[config.mk]
export PLATFORM = sky130hd
export DESIGN_NAME = mem_stage_unit_flat
export DESIGN_NICKNAME = d
export VERILOG_FILES = /design/src/rtl/mem_stage_unit_if.sv /design/src/rtl/mem_stage_unit.sv /design/src/flat_wrapper.sv
export SDC_FILE = /design/constraint.sdc
export NUM_CORES = 1
export LEC_CHECK = 0
export CAP_MARGIN = 0
export CELL_PAD_IN_SITES_DETAIL_PLACEMENT = 1
export CELL_PAD_IN_SITES_GLOBAL_PLACEMENT = 1
export CORE_UTILIZATION = 20
export CTS_CLUSTER_DIAMETER = 80
export DETAILED_ROUTE_END_ITERATION = 6
export GPL_ROUTABILITY_DRIVEN = 0
export GPL_TIMING_DRIVEN = 0
export PLACE_DENSITY_LB_ADDON = 0.1
export SLEW_MARGIN = 20
export SYNTH_ARGS = -nofsm -noshare
export SYNTH_HDL_FRONTEND = slang
export SYNTH_SLANG_ARGS = --single-unit
export TNS_END_PERCENT = 50
[constraint.sdc]
create_clock -name CLOCK -period 2.4 [get_ports CLOCK]
set_input_delay 0.72 -clock CLOCK [delete_from_list [all_inputs] [get_ports CLOCK]]
set_output_delay 0.72 -clock CLOCK [all_outputs]
set_load 0.05 [all_outputs]
[src/rtl/mem_stage_unit_if.sv]
// Data-memory request/acknowledge bus between the MEM stage (master) and data memory (slave).
interface mem_stage_unit_if #(
  parameter int DATA_W = 32
);
  logic              DMemReq;
  logic              DMemWE;
  logic [DATA_W-1:0] DMemAddr;
  logic [DATA_W-1:0] DMemWData;
  logic [DATA_W-1:0] DMemRData;
  logic              DMemAck;

  modport master (
    output DMemReq,
    output DMemWE,
    output DMemAddr,
    output DMemWData,
    input  DMemRData,
    input  DMemAck
  );

  modport slave (
    input  DMemReq,
    input  DMemWE,
    input  DMemAddr,
    input  DMemWData,
    output DMemRData,
    output DMemAck
  );
endinterface

[src/rtl/mem_stage_unit.sv]
// MEM pipeline stage: data-memory loads/stores over req/ack, beq/bne resolution, MEM/WB register.
// Optional stall-cycle counter enabled by defining MEM_STALL_CNT_EN.
module mem_stage_unit #(
  parameter int DATA_W         = 32,
  parameter int TIMEOUT_CYCLES = 255
) (
  input  logic              CLOCK,
  input  logic              RESET_N,
  input  logic              RegWriteEN_In,
  input  logic [1:0]        Mem2RegSEL_In,
  input  logic              MemWriteEN_In,
  input  logic              Beq_In,
  input  logic              Bne_In,
  input  logic              ZeroFlag_In,
  input  logic [DATA_W-1:0] ALUResult_In,
  input  logic [DATA_W-1:0] WriteData_In,
  input  logic [4:0]        RegWBAddr_In,
  input  logic [DATA_W-1:0] PCPlus4_In,
  mem_stage_unit_if.master  dmem,
  output logic              Stall_Out,
  output logic              BranchTaken_Out,
  output logic              MemErr_Out,
  output logic              RegWriteEN_Out,
  output logic [4:0]        RegWBAddr_Out,
  output logic [DATA_W-1:0] WBData_Out,
  output logic [31:0]       StallCount_Out
);

  localparam int CNT_W = $clog2(TIMEOUT_CYCLES + 1);
  // The abort fires on the WAIT cycle whose counter value is TIMEOUT_CYCLES-1,
  // so exactly TIMEOUT_CYCLES WAIT cycles elapse without an acknowledge.
  localparam logic [CNT_W-1:0] CNT_LAST = CNT_W'(TIMEOUT_CYCLES - 1);

  typedef enum logic {
    ST_IDLE = 1'b0,
    ST_WAIT = 1'b1
  } state_t;

  state_t            state_q, state_d;
  logic [CNT_W-1:0]  wait_cnt_q, wait_cnt_d;
  logic              err_q, err_d;
  logic              wen_q, wen_d;
  logic [4:0]        wb_addr_q, wb_addr_d;
  logic [DATA_W-1:0] wb_data_q, wb_data_d;

  logic is_load;
  logic acc;
  logic misaligned;
  logic in_wait;
  logic mem_req;
  logic timeout_abort;
  logic stall;
  logic bubble;

  always_comb begin
    is_load       = (Mem2RegSEL_In == 2'b01);
    acc           = MemWriteEN_In | is_load;
    in_wait       = (state_q == ST_WAIT);
    misaligned    = ~in_wait & acc & (ALUResult_In[1:0] != 2'b00);
    // Gated by reset so the request drops the instant reset asserts.
    mem_req       = RESET_N & (in_wait | (acc & ~misaligned));
    timeout_abort = in_wait & ~dmem.DMemAck & (wait_cnt_q == CNT_LAST);
    stall         = mem_req & ~dmem.DMemAck & ~timeout_abort;
    bubble        = misaligned | timeout_abort;
  end

  always_comb begin
    state_d    = state_q;
    wait_cnt_d = wait_cnt_q;
    case (state_q)
      ST_IDLE: begin
        if (mem_req && !dmem.DMemAck) begin
          state_d    = ST_WAIT;
          wait_cnt_d = '0;
        end
      end
      ST_WAIT: begin
        if (dmem.DMemAck) begin
          state_d    = ST_IDLE;
          wait_cnt_d = '0;
        end else if (timeout_abort) begin
          state_d    = ST_IDLE;
          wait_cnt_d = '0;
        end else begin
          wait_cnt_d = wait_cnt_q + 1'b1;
        end
      end
      default: begin
        state_d    = ST_IDLE;
        wait_cnt_d = '0;
      end
    endcase
  end

  // MEM/WB: write enable drops on stall or bubble; destination and data hold.
  always_comb begin
    wen_d     = 1'b0;
    wb_addr_d = wb_addr_q;
    wb_data_d = wb_data_q;
    err_d     = err_q | bubble;
    if (!stall && !bubble) begin
      wen_d     = RegWriteEN_In;
      wb_addr_d = RegWBAddr_In;
      case (Mem2RegSEL_In)
        2'b01:   wb_data_d = dmem.DMemRData;
        2'b10:   wb_data_d = PCPlus4_In;
        default: wb_data_d = ALUResult_In;
      endcase
    end
  end

  always_ff @(posedge CLOCK or negedge RESET_N) begin
    if (!RESET_N) begin
      state_q    <= ST_IDLE;
      wait_cnt_q <= '0;
      err_q      <= 1'b0;
      wen_q      <= 1'b0;
      wb_addr_q  <= '0;
      wb_data_q  <= '0;
    end else begin
      state_q    <= state_d;
      wait_cnt_q <= wait_cnt_d;
      err_q      <= err_d;
      wen_q      <= wen_d;
      wb_addr_q  <= wb_addr_d;
      wb_data_q  <= wb_data_d;
    end
  end

`ifdef MEM_STALL_CNT_EN
  logic [31:0] stall_cnt_q, stall_cnt_d;

  always_comb begin
    stall_cnt_d = stall_cnt_q;
    if (stall && (stall_cnt_q != 32'hFFFF_FFFF)) begin
      stall_cnt_d = stall_cnt_q + 32'd1;
    end
  end

  always_ff @(posedge CLOCK or negedge RESET_N) begin
    if (!RESET_N) begin
      stall_cnt_q <= '0;
    end else begin
      stall_cnt_q <= stall_cnt_d;
    end
  end

  assign StallCount_Out = stall_cnt_q;
`else
  assign StallCount_Out = 32'd0;
`endif

  assign dmem.DMemReq   = mem_req;
  assign dmem.DMemWE    = mem_req & MemWriteEN_In;
  assign dmem.DMemAddr  = ALUResult_In;
  assign dmem.DMemWData = WriteData_In;

  assign Stall_Out       = stall;
  assign BranchTaken_Out = (Beq_In & ZeroFlag_In) | (Bne_In & ~ZeroFlag_In);
  assign MemErr_Out      = err_q;
  assign RegWriteEN_Out  = wen_q;
  assign RegWBAddr_Out   = wb_addr_q;
  assign WBData_Out      = wb_data_q;

endmodule

[src/flat_wrapper.sv]
// flat-port wrapper written by rule: the top's interface ports become plain ports
module mem_stage_unit_flat 
#(
  parameter int DATA_W         = 32,
  parameter int TIMEOUT_CYCLES = 255
)
  (CLOCK, RESET_N, RegWriteEN_In, Mem2RegSEL_In, MemWriteEN_In, Beq_In, Bne_In, ZeroFlag_In, ALUResult_In, WriteData_In, RegWBAddr_In, PCPlus4_In, Stall_Out, BranchTaken_Out, MemErr_Out, RegWriteEN_Out, RegWBAddr_Out, WBData_Out, StallCount_Out, dmem_DMemReq, dmem_DMemWE, dmem_DMemAddr, dmem_DMemWData, dmem_DMemRData, dmem_DMemAck);
  mem_stage_unit_if #(.DATA_W(DATA_W)) dmem_i ();
  input  logic CLOCK;
  input  logic RESET_N;
  input  logic RegWriteEN_In;
  input  logic [1:0] Mem2RegSEL_In;
  input  logic MemWriteEN_In;
  input  logic Beq_In;
  input  logic Bne_In;
  input  logic ZeroFlag_In;
  input  logic [DATA_W-1:0] ALUResult_In;
  input  logic [DATA_W-1:0] WriteData_In;
  input  logic [4:0] RegWBAddr_In;
  input  logic [DATA_W-1:0] PCPlus4_In;
  output logic Stall_Out;
  output logic BranchTaken_Out;
  output logic MemErr_Out;
  output logic RegWriteEN_Out;
  output logic [4:0] RegWBAddr_Out;
  output logic [DATA_W-1:0] WBData_Out;
  output logic [31:0] StallCount_Out;
  output wire logic [$bits(dmem_i.DMemReq)-1:0] dmem_DMemReq;
  output wire logic [$bits(dmem_i.DMemWE)-1:0] dmem_DMemWE;
  output wire logic [$bits(dmem_i.DMemAddr)-1:0] dmem_DMemAddr;
  output wire logic [$bits(dmem_i.DMemWData)-1:0] dmem_DMemWData;
  input wire logic [$bits(dmem_i.DMemRData)-1:0] dmem_DMemRData;
  input wire logic [$bits(dmem_i.DMemAck)-1:0] dmem_DMemAck;
  assign dmem_DMemReq = dmem_i.DMemReq;
  assign dmem_DMemWE = dmem_i.DMemWE;
  assign dmem_DMemAddr = dmem_i.DMemAddr;
  assign dmem_DMemWData = dmem_i.DMemWData;
  assign dmem_i.DMemRData = dmem_DMemRData;
  assign dmem_i.DMemAck = dmem_DMemAck;
  mem_stage_unit #(.DATA_W(DATA_W), .TIMEOUT_CYCLES(TIMEOUT_CYCLES)) u_core (.CLOCK(CLOCK), .RESET_N(RESET_N), .RegWriteEN_In(RegWriteEN_In), .Mem2RegSEL_In(Mem2RegSEL_In), .MemWriteEN_In(MemWriteEN_In), .Beq_In(Beq_In), .Bne_In(Bne_In), .ZeroFlag_In(ZeroFlag_In), .ALUResult_In(ALUResult_In), .WriteData_In(WriteData_In), .RegWBAddr_In(RegWBAddr_In), .PCPlus4_In(PCPlus4_In), .dmem(dmem_i), .Stall_Out(Stall_Out), .BranchTaken_Out(BranchTaken_Out), .MemErr_Out(MemErr_Out), .RegWriteEN_Out(RegWriteEN_Out), .RegWBAddr_Out(RegWBAddr_Out), .WBData_Out(WBData_Out), .StallCount_Out(StallCount_Out));
endmodule
Yosys cells after proc, flatten, opt, wreduce, memory -nomap -nowiden
Index checks and enable logic that the tools add are counted.
{ "word_totals": {"register_bits": 48, "input_bits": 143, "out_inout_bits": 139, "elab_cells": 48} }
{ "classes": {"n_addsub": 1, "n_eq_ne": 4, "muxes": 10, "bitwise": 21, "reduce_logical": 6} }
{ "op_table": {"columns": ["cell", "count"], "rows": [
  ["$pmux W32 S2", 1],
  ["$mux W8", 3],
  ["$pmux W8 S2", 1],
  ["$and A1 B1 Y1", 11],
  ["$add A8 B1 Y8 const B", 1],
  ["$eq A8 B8 Y1 const B", 1],
  ["$not A1 Y1", 5],
  ["$or A1 B1 Y1", 5],
  ["$mux W1", 4],
  ["$logic_not A1 Y1", 3],
  ["$eq A2 B1 Y1 const B", 1],
  ["$eq A2 B2 Y1 const B", 1],
  ["$logic_and A1 B1 Y1", 2],
  ["$ne A2 B2 Y1 const B", 1],
  ["$pmux W1 S2", 1],
  ["$reduce_bool A2 Y1", 1]
]} }

Longest topological paths before layout
Gate-level depths: netlist (run 1).
{ "logic_depth": {"ltp_word": 13, "mapped_depth": 9, "depth_no_buf": 6} }

Least setup slack after synthesis (run 1)
Ideal clock, no wire load.
{ "synth_timing": {"kind": "input port to output port", "start": "input Mem2RegSEL_In[1]", "end": "output Stall_Out", "arrival_ns": 2.645, "required_ns": 1.680, "setup_slack_ns": -0.965, "cell_stages": 7, "path_buffers": 1, "path_cell_list": "inv_1 -> ha_1 -> clkbuf_1 -> nor2_1 -> nor3_1 -> o21ai_0 -> a211oi_1"} }
{ "synth_between": {"elab_chain_cells": 10} }
{ "synth_lines": {"columns": ["element", "line", "source"], "rows": [
  ["from (decl)", "flat_wrapper.sv:12", "input logic [1:0] Mem2RegSEL_In;"],
  ["$eq A2 B1 Y1 *", "mem_stage_unit.sv:56", "is_load = (Mem2RegSEL_In == 2'b01);"],
  ["$or A1 B1 Y1 *", "mem_stage_unit.sv:57", "acc = MemWriteEN_In | is_load;"],
  ["$and A1 B1 Y1 (2 in series)", "mem_stage_unit.sv:59", "misaligned = ~in_wait & acc & (ALUResult_In[1:0] != 2'b00);"],
  ["$not A1 Y1", "mem_stage_unit.sv:61", "mem_req = RESET_N & (in_wait | (acc & ~misaligned));"],
  ["$and A1 B1 Y1 *", "mem_stage_unit.sv:61", null],
  ["$or A1 B1 Y1 *", "mem_stage_unit.sv:61", null],
  ["$and A1 B1 Y1 *", "mem_stage_unit.sv:61", null],
  ["$and A1 B1 Y1 * (2 in series)", "mem_stage_unit.sv:63", "stall = mem_req & ~dmem.DMemAck & ~timeout_abort;"],
  ["to (decl)", "flat_wrapper.sv:21", "output logic Stall_Out;"]
]} }
Every way passes the cells marked *; elsewhere a longest branch is shown, timed or not.

Worst setup path after layout (run 1)
Ends and elaborated chain as after synthesis.

==> flow_metrics.tcl, run 1 <==
set metrics [dict create \
    outcome "finished with violations" \
    violations "negative setup slack" \
    ff_latch_area_um2 1201 \
    slew-limit-headroom 0.5179 \
    initial_core_util 0.2063 \
    arrival_ns 1.72 \
    avgViaCountPerCell 4.030 \
    clock_path_buffers 2 \
    rsz0062_at_grt "true" \
    coreArea_um2 16700 \
    r2r_start "u_core.wait_cnt_q[0]$_DFFE_PN0P_" \
    ys_seq_area_frac 0.3486 \
    synthArstFlopShare 1.000 \
    row_count 47 \
    postRouteAntennaNets 0 \
    synthDistinctLibCells 36 \
    p_comb_frac 0.543 \
    crit_path_start_kind "input port" \
    required_ns 1.68 \
    cts_made_buffers 5 \
    num-nets-final 767 \
    synth_area_leader_cell "dfrtp_1" \
    p_leak_uw 0.002829 \
    fillCellCount 1906 \
    ios 282 \
    cts_num_sinks 48 \
    post-route-util 0.3701 \
    numPlacedInstances 830 \
    drive_gt1_frac 0.3285 \
    yosysWarningCount 0 \
    p_seq_frac 0.272 \
    maxCapViolations 0 \
    grt_max_degree 52 \
    fin_crit_ns 2.442 \
    holdBufCountCts 0 \
    finClkSkew_ns 0.004616 \
    netlist_area_um2 3446 \
    root_buffer "clkbuf_16" \
    grt_pass1_vias 3572 \
    wirelength_um 13070 \
    antenna_found_initial 0 \
    path_max_fanout 4 \
    drcViolationCount 0 \
    clkSlewWorstSetupHoldPaths_ns 0.07 \
    overflow 0 \
    synth_edf_count 0 \
    power.internal_uw 2242 \
    finalMaxSlewViolations 0 \
    diodes 0 \
    layout_setup_ws_ns -0.04248 \
    setup_viol 1 \
    p_sw_uw 1685 \
    wl_per_cell_um 15.54 \
    io_buffers 217 \
    grt_pass1_wl_um 20120 \
    area_growth_pct 79.38 \
    finalCritPeriodShare 1.018 \
    die_w_um 133.3 \
    netlist_top_cells_area "dfrtp_1 (35%), buf_4 (21%), mux2_4 (8.3%), a22oi_1 (7.0%), mux2_2 (6.2%)" \
    vdd_drop_max_v 0.0002295 \
    r2r_end "u_core.wait_cnt_q[5]$_DFFE_PN0P_" \
    worstSetupPathType "in2out" \
    drtIter0Drc 51 \
    synthFlopType "dfrtp_1" \
    worstMarginPinSlew_ns 0.7157 \
    cts_tree "built" \
    die_area_um2 17760 \
    swShare 0.4290 \
    multiInputGateArea_um2 1588 \
    finalHoldViolations 0 \
    hp-class "in2async" \
    dp_slack_ns -1.418 \
    place_hpwl_um 10270 \
    clock_latency_ns 0.29 \
    ys_seq_elements 48 \
    fin_tns_setup_ns -0.04248 \
    track_usage 0.1450 \
    endpoint_kind "primary output" \
    stdcell_count 841 \
    rr_worst_depth 6 \
    synth_top_area_share 0.3486 \
    r2r_slack_ns 0.43 \
    powerDensity_nw_per_um2 635.4 \
    num_vias 3389 \
    dr.pass1.iters 4 \
    pwr-share-clk 0.186 \
    fmax_mhz 409.4 \
    syn_inst 362 \
    syn_area_per_cell_um2 9.519 \
    htree_levels 2 \
    power.total_uw 3927 \
    die_height_um 133.3 \
]
==> cells by family after synthesis <==
| kind of cell | count (synthesis) | share of synthesized area |
|---|---|---|
| AOI/OAI and AO/OA | 88 | 0.1623 |
| xor gates and xnor gates | 1 | 0.002542 |
| adders and majority gates | 4 | 0.01452 |
| buffers and inverters | 121 | 0.2436 |
| DFF | 48 | 0.3486 |
| muxes | 38 | 0.1449 |
| other | 1 | 0.001088 |
| and+or+nand+nor | 61 | 0.08242 |
==> synth_stat cells (all sizes together), types with 2 or more instances <==
cell,count
buf,101
dfrtp,48
o21ai,41
mux2,38
nand2,37
a22oi,32
clkbuf,14
inv,6
nor2,5
ha,4
nand3,4
a21o,3
a21oi,3
nor3,3
a31oi,2
and3,2
nand2b,2
nor4,2
or2,2
==> placed cells by master (no fill, tap or decap), types with 2 or more instances in the layout <==
cell	n
a21o_1	3
a21oi_1	3
a22oi_1	32
a31oi_1	2
and3_1	2
buf_2	15
buf_4	117
buf_6	6
buf_8	3
clkbuf_1	13
clkbuf_16	5
clkbuf_2	3
clkdlybuf4s15_1	2
clkdlybuf4s50_1	173
conb_1	32
dfrtp_1	48
dlygate4sd2_1	2
ha_1	3
inv_1	4
mux2_2	18
mux2_4	20
nand2_1	37
nand2b_1	2
nand3_1	3
nor2_1	3
nor3_1	2
nor4_1	2
o21ai_0	39
or2_2	2
==> metal layers <==
| metal | up-vias | share of wire | global-route usage |
|---|---|---|---|
| met1 | 1603 | 0.43 | 0.1792 |
| met2 | 141 | 0.50 | 0.2593 |
| met5 | - | 0 | 0 |
| met3 | 5 | 0.070 | 0.03463 |
| li1 | 1640 | - | - |
| met4 | 0 | 0.0041 | 0.01957 |
==> area by class of cell <==
| class | instances | area share |
|---|---|---|
| sequential | 48 | 0.1943 |
| buffer | 114 | 0.1320 |
| tap | 220 | 0.04453 |
| clock buffer | 8 | 0.02368 |
| multi-input combinational | 224 | 0.2569 |
| inverter | 6 | 0.005668 |
| timing repair buffer | 221 | 0.3429 |
==> state kept, by name, indices dropped and copies added (netlist names) <==
signal	flops
u_core.MemErr_Out	1
u_core.RegWBAddr_Out	5
u_core.WBData_Out	32
u_core.wait_cnt_q	8
u_core.RegWriteEN_Out	1
u_core.in_wait	1
==> timing repair <==
| action | CTS | global route |
|---|---|---|
| pin swaps | 5 | 2 |
| setup buffers | 3 | 1 |
| resized for setup | 165 | 30 |
| setup endpoints to repair | 74 | 34 |
==> worst max-delay path, stage by stage <==
cell	delay (ns)
buf_12	0.11
inv_12	0.04
ha_4	0.15
nor2_4	0.05
nor3_4	0.14
o21ai_4	0.11
a211oi_4	0.21
buf_6	0.19
==> worst max-delay path by stage <==
stage / cells after the start / start / slack (ns) / end
floorplan: 7 / Mem2RegSEL_In[1] / -0.11 / Stall_Out
global placement: 4 / RESET_N / -2.98 / Stall_Out
detailed placement: 9 / Mem2RegSEL_In[1] / -1.42 / Stall_Out
CTS: 5 / ALUResult_In[0] / -0.11 / Stall_Out
global route: 8 / Mem2RegSEL_In[1] / -0.09 / Stall_Out
finish: 8 / Mem2RegSEL_In[1] / -0.04 / Stall_Out
==> power by group through the flow <==
stage          clock network [uW]  logic (uW)  registers, uW
2_1_floorplan                   0         855           1600
3_3_place_gp                    0        2140           1070
3_5_place_dp                    0        2150           1080
4_1_cts                       756        2150           1070
5_1_grt                       789        2240           1100
6_report                      730        2130           1070
==> through the flow <==
step                hold WS, ns  instance area [um^2]
floorplan                0.4244                  3628
CTS                      0.3603                  6190
detailed placement       0.4839                  6073
global placement         0.4784                  6076
global route             0.3642                  6181
finish                   0.3327                  6181
Power figures use the tool's default switching activity.
==> run 2, diff against run 1 <==
- PLACE_DENSITY: unset -> 0.83
- PLACE_DENSITY_LB_ADDON: 0.1 -> unset
==> flow_metrics.tcl, run 2 (synthesis results as in run 1) <==
set metrics [dict create \
    mostFrequentLayoutCell "clkdlybuf4s50_1" \
    cts_tree "built" \
    fmax_mhz 410.3 \
    finalCritPeriodShare 1.016 \
    vdd_drop_max_v 0.0003510 \
    dp_slack_ns -1.443 \
    worstMarginPinSlew_ns 0.9021 \
    use_met2 0.2714 \
    grt_use_met3 0.04490 \
    drcViolationCount 0 \
    wl_per_cell_um 15.63 \
    worstSetupEndpoint "dmem_DMemWE" \
    worstSetupPathType "in2out" \
    stdcell_count 840 \
    setup_viol 2 \
    endpoint_kind "primary output" \
    violations "negative setup slack" \
    clkSlewWorstSetupHoldPaths_ns 0.06 \
    cp.buffers_inverters 4 \
    path_max_fanout 3 \
    fin_crit_ns 2.437 \
    fin_tns_setup_ns -0.07143 \
    ios 282 \
    grt_max_degree 52 \
    maxCapViolations 0 \
    slew-limit-headroom 0.3923 \
    crit_path_start_kind "input port" \
    required_ns 1.68 \
    busiest_layer "met2" \
    track_usage 0.1430 \
    num_vias 3464 \
    finClkSkew_ns 0.005298 \
    dr.pass1.iters 4 \
    cp_slowest_stage_delay_ns 0.22 \
    numPlacedInstances 830 \
    num-nets-final 766 \
    antenna_found_initial 0 \
    io_buffers 217 \
    layout_setup_ws_ns -0.03728 \
    drtIter0Drc 64 \
    finalInstanceArea_um2 6232 \
    cp_common_cell "nor2_4" \
    clock_latency_ns 0.30 \
    die_area_um2 17760 \
    powerDensity_nw_per_um2 655.7 \
    die_w_um 133.3 \
    worst_path_max_delay_cell "o21ai_4" \
    drive_gt1_frac 0.3323 \
    finalHoldViolations 0 \
    area_growth_pct 80.86 \
    initial_core_util 0.2063 \
    clock_path_buffers 2 \
    diodes 0 \
    p_leak_uw 0.002834 \
    dpl-instance-area_um2 6073 \
    htree_levels 2 \
    outcome "finished with violations" \
    root_buffer "clkbuf_16" \
    hp-class "in2async" \
    crit_chain "buf_12 -> inv_12 -> ha_4 -> nor2_4 -> nor3_4 -> o21ai_4 -> buf_6 -> nor2_4 -> buf_8" \
    grt_pass1_wl_um 19600 \
    multiInputGateArea_um2 1589 \
    r2r_slack_ns 0.36 \
    postRouteAntennaNets 0 \
    arrival_ns 1.72 \
    finalMaxSlewViolations 0 \
    grt_util_met1 0.1496 \
    r2r_end "u_core.wait_cnt_q[5]$_DFFE_PN0P_" \
    place_hpwl_um 10380 \
    final_cell_mix "clkdlybuf4s50_1 (174), buf_4 (126), dfrtp_1 (48)" \
    crit_cells 9 \
    cts_made_buffers 5 \
    holdBufCountCts 0 \
    row_count 47 \
    largest_reg_flops 32 \
    fillCellCount 1976 \
    wirelength_um 13130 \
    cp-startpoint "Mem2RegSEL_In[1]" \
    rr_worst_depth 6 \
    ff_latch_area_um2 1201 \
    grt_pass1_vias 3635 \
    overflow 0 \
    cts_num_sinks 48 \
    power.total_uw 4086 \
    crit_family "buffers and inverters" \
    avgViaCountPerCell 4.124 \
    die_height_um 133.3 \
    r2r_start "u_core.wait_cnt_q[0]$_DFFE_PN0P_" \
    rsz0062_at_grt "true" \
    coreArea_um2 16700 \
]
run 2: changes by cell type in the layout (fill, tap and decap cells not counted), moves of 2 or more:
cell             change
clkbuf_2             -2
clkdlybuf4s15_2      +2
buf_2                -9
buf_4                +9
run 2: worst min-delay path by stage:
stage	start	to	slack [ns]	cells after the start
floorplan	RESET_N	u_core.MemErr_Out$_DFF_PN0_	0.42	0
global placement	u_core.MemErr_Out$_DFF_PN0_	u_core.MemErr_Out$_DFF_PN0_	0.46	1
detailed placement	u_core.MemErr_Out$_DFF_PN0_	u_core.MemErr_Out$_DFF_PN0_	0.46	1
CTS	RESET_N	u_core.WBData_Out[6]$_DFFE_PN0P_	0.35	1
global route	RESET_N	u_core.WBData_Out[9]$_DFFE_PN0P_	0.37	1
finish	RESET_N	u_core.WBData_Out[12]$_DFFE_PN0P_	0.34	1
run 2: report_power, final:
part / internal, uW / switching [uW]
clock network: 550 / 331
logic: 856 / 1280
registers: 972 / 98.6
total: 2380 / 1710
run 2: per-stage QoR:
| stage | hold slack (ns) | util |
|---|---|---|
| finish | 0.3387 | 0.3732 |
| global placement | 0.4585 | 0.3638 |
| detailed placement | 0.4608 | 0.3637 |
| global route | 0.3680 | 0.3732 |
| floorplan | 0.4244 | - |
| CTS | 0.3456 | 0.3720 |
run 2: layout make-up:
cell class | instances | share of cell area
Sequential cell | 48 | 0.1927
Buffer | 113 | 0.1299
Tap cell | 220 | 0.04417
Multi-Input combinational cell | 224 | 0.2550
Clock inverter | 1 | 0.004818
Inverter | 6 | 0.005621
Timing Repair Buffer | 221 | 0.3433
Clock buffer | 7 | 0.02449
run 2: timing repair:
action,4_1_cts,5_1_grt
resized for setup,165,9
pin swaps,5,4
buffers inserted,3,1
endpoints found under the setup margin,74,10
run 2: metal layers:
metal,share of wire,vias up
met3,0.087,13
met1,0.37,1651
met4,0.012,0
met2,0.53,155
li1,-,1645
met5,0,-
==> run 3, diff against run 2 <==
- SETUP_SLACK_MARGIN: unset -> 0.15
- TNS_END_PERCENT: 50 -> 10
==> flow_metrics.tcl, run 3 (synthesis results as in run 1) <==
set metrics [dict create \
    r2r_start "u_core.wait_cnt_q[0]$_DFFE_PN0P_" \
    dpl-instance-area_um2 6073 \
    cp_slowest_stage_delay_ns 0.20 \
    required_ns 1.68 \
    finalHoldViolations 0 \
    layout_setup_ws_ns -0.1166 \
    cp-startpoint "Mem2RegSEL_In[1]" \
    wirelength_um 13120 \
    clock_path_buffers 2 \
    cp.buffers_inverters 4 \
    row_count 47 \
    wl_per_cell_um 15.64 \
    endpoint_kind "primary output" \
    powerDensity_nw_per_um2 656.4 \
    num-nets-final 765 \
    io_buffers 217 \
    track_usage 0.1432 \
    area_growth_pct 80.32 \
    dr.pass1.iters 4 \
    root_buffer "clkbuf_16" \
    fin_crit_ns 2.517 \
    diodes 0 \
    busiest_layer "met2" \
    postRouteAntennaNets 0 \
    ios 282 \
    arrival_ns 1.80 \
    grt_pass1_wl_um 19620 \
    place_hpwl_um 10380 \
    largest_reg_flops 32 \
    initial_core_util 0.2063 \
    violations "negative setup slack" \
    worstMarginPinSlew_ns 0.7855 \
    num_vias 3462 \
    crit_chain "buf_12 -> inv_12 -> ha_4 -> clkbuf_16 -> nor2_4 -> nor3_4 -> o21ai_4 -> a211oi_4 -> buf_6" \
    vdd_drop_max_v 0.0003503 \
    post-route-util 0.3720 \
    drcViolationCount 0 \
    maxCapViolations 0 \
    drtIter0Drc 74 \
    use_met2 0.2720 \
    grt_util_met1 0.1493 \
    die_w_um 133.3 \
    grt_pass1_vias 3634 \
    antenna_found_initial 0 \
    coreArea_um2 16700 \
    cts_made_buffers 5 \
    clkSlewWorstSetupHoldPaths_ns 0.06 \
    overflow 0 \
    crit_family "buffers and inverters" \
    worst_path_max_delay_cell "a211oi_4" \
    die_height_um 133.3 \
    holdBufCountCts 0 \
    grt_max_degree 52 \
    rsz0062_at_grt "true" \
    cts_num_sinks 48 \
    htree_levels 2 \
    finalMaxSlewViolations 0 \
    path_max_fanout 4 \
    finClkSkew_ns 0.005574 \
    hp-class "in2async" \
    finalCritPeriodShare 1.049 \
    grt_use_met3 0.04528 \
    avgViaCountPerCell 4.126 \
    die_area_um2 17760 \
    cts_tree "built" \
    crit_path_start_kind "input port" \
    worstSetupPathType "in2out" \
    p_leak_uw 0.002944 \
    r2r_slack_ns 0.41 \
    slew-limit-headroom 0.4708 \
    drive_gt1_frac 0.3845 \
    fmax_mhz 397.4 \
    outcome "finished with violations" \
    setup_viol 3 \
    final_cell_mix "buf_4 (147), clkdlybuf4s50_1 (133), dfrtp_1 (48)" \
    clock_latency_ns 0.30 \
    power.total_uw 4078 \
    finalInstanceArea_um2 6213 \
    mostFrequentLayoutCell "buf_4" \
]
run 3: changes by cell type in the layout (fill, tap and decap cells not counted), sizes merged:
cell,change
clkdlybuf4s15,-4
clkdlybuf4s50,-41
buf,+32
dlymetal6s2s,+3
dlygate4sd2,+9
run 3: final timing paths:
path	to	depth (start not counted)
min	u_core.WBData_Out[29]$_DFFE_PN0P_	1
max reg2reg	u_core.wait_cnt_q[5]$_DFFE_PN0P_	6
max	Stall_Out	9
min in group CLOCK	u_core.MemErr_Out$_DFF_PN0_	1
min reg2reg	u_core.MemErr_Out$_DFF_PN0_	1
max in group asynchronous	u_core.wait_cnt_q[4]$_DFFE_PN0P_	1
run 3: worst register-to-register path, cell delays in order (launching register included):
cell,delay (ns)
dfrtp_1,0.42
inv_1,0.08
ha_1,0.14
nand3_1,0.16
o21ai_0,0.68
o21ai_0,0.20
a21o_1,0.21
run 3: power by group:
group	leakage (uW)	switching (uW)	internal, uW
logic	0.00225	1280	849
clock network	0.0000901	329	550
registers	0.000603	97.9	972
run 3: area by class of cell:
cell class | instances | area, um^2
Sequential cell | 48 | 1201
Fill cell | 1979 | 10490
Clock buffer | 7 | 152.6
Clock inverter | 1 | 30.03
Timing Repair Buffer | 219 | 2097
Buffer | 114 | 839.6
Inverter | 6 | 35.03
Multi-Input combinational cell | 224 | 1583
Tap cell | 220 | 275.3
run 3: layer usage:
metal,vias up,part of all wire
li1,1641,-
met1,1653,0.37
met2,156,0.53
met3,12,0.088
met4,0,0.012
met5,-,0
run 3: through the flow:
step	TNS [ns]	instances	setup WS [ns]	hold slack (ns)
global route	-0.3852	839	-0.1716	0.4196
finish	-0.2511	839	-0.1166	0.3789
detailed placement	-50.26	830	-1.443	0.4608
global placement	-160.80	830	-2.848	0.4585
floorplan	-0.1777	393	-0.1131	0.4244
CTS	-0.3655	839	-0.1770	0.3934
run 3: timing repair:
action,4_1_cts,5_1_grt
pin swaps,5,1
setup endpoints to repair,116,41
gates resized for setup,176,16
buffers inserted,2,0
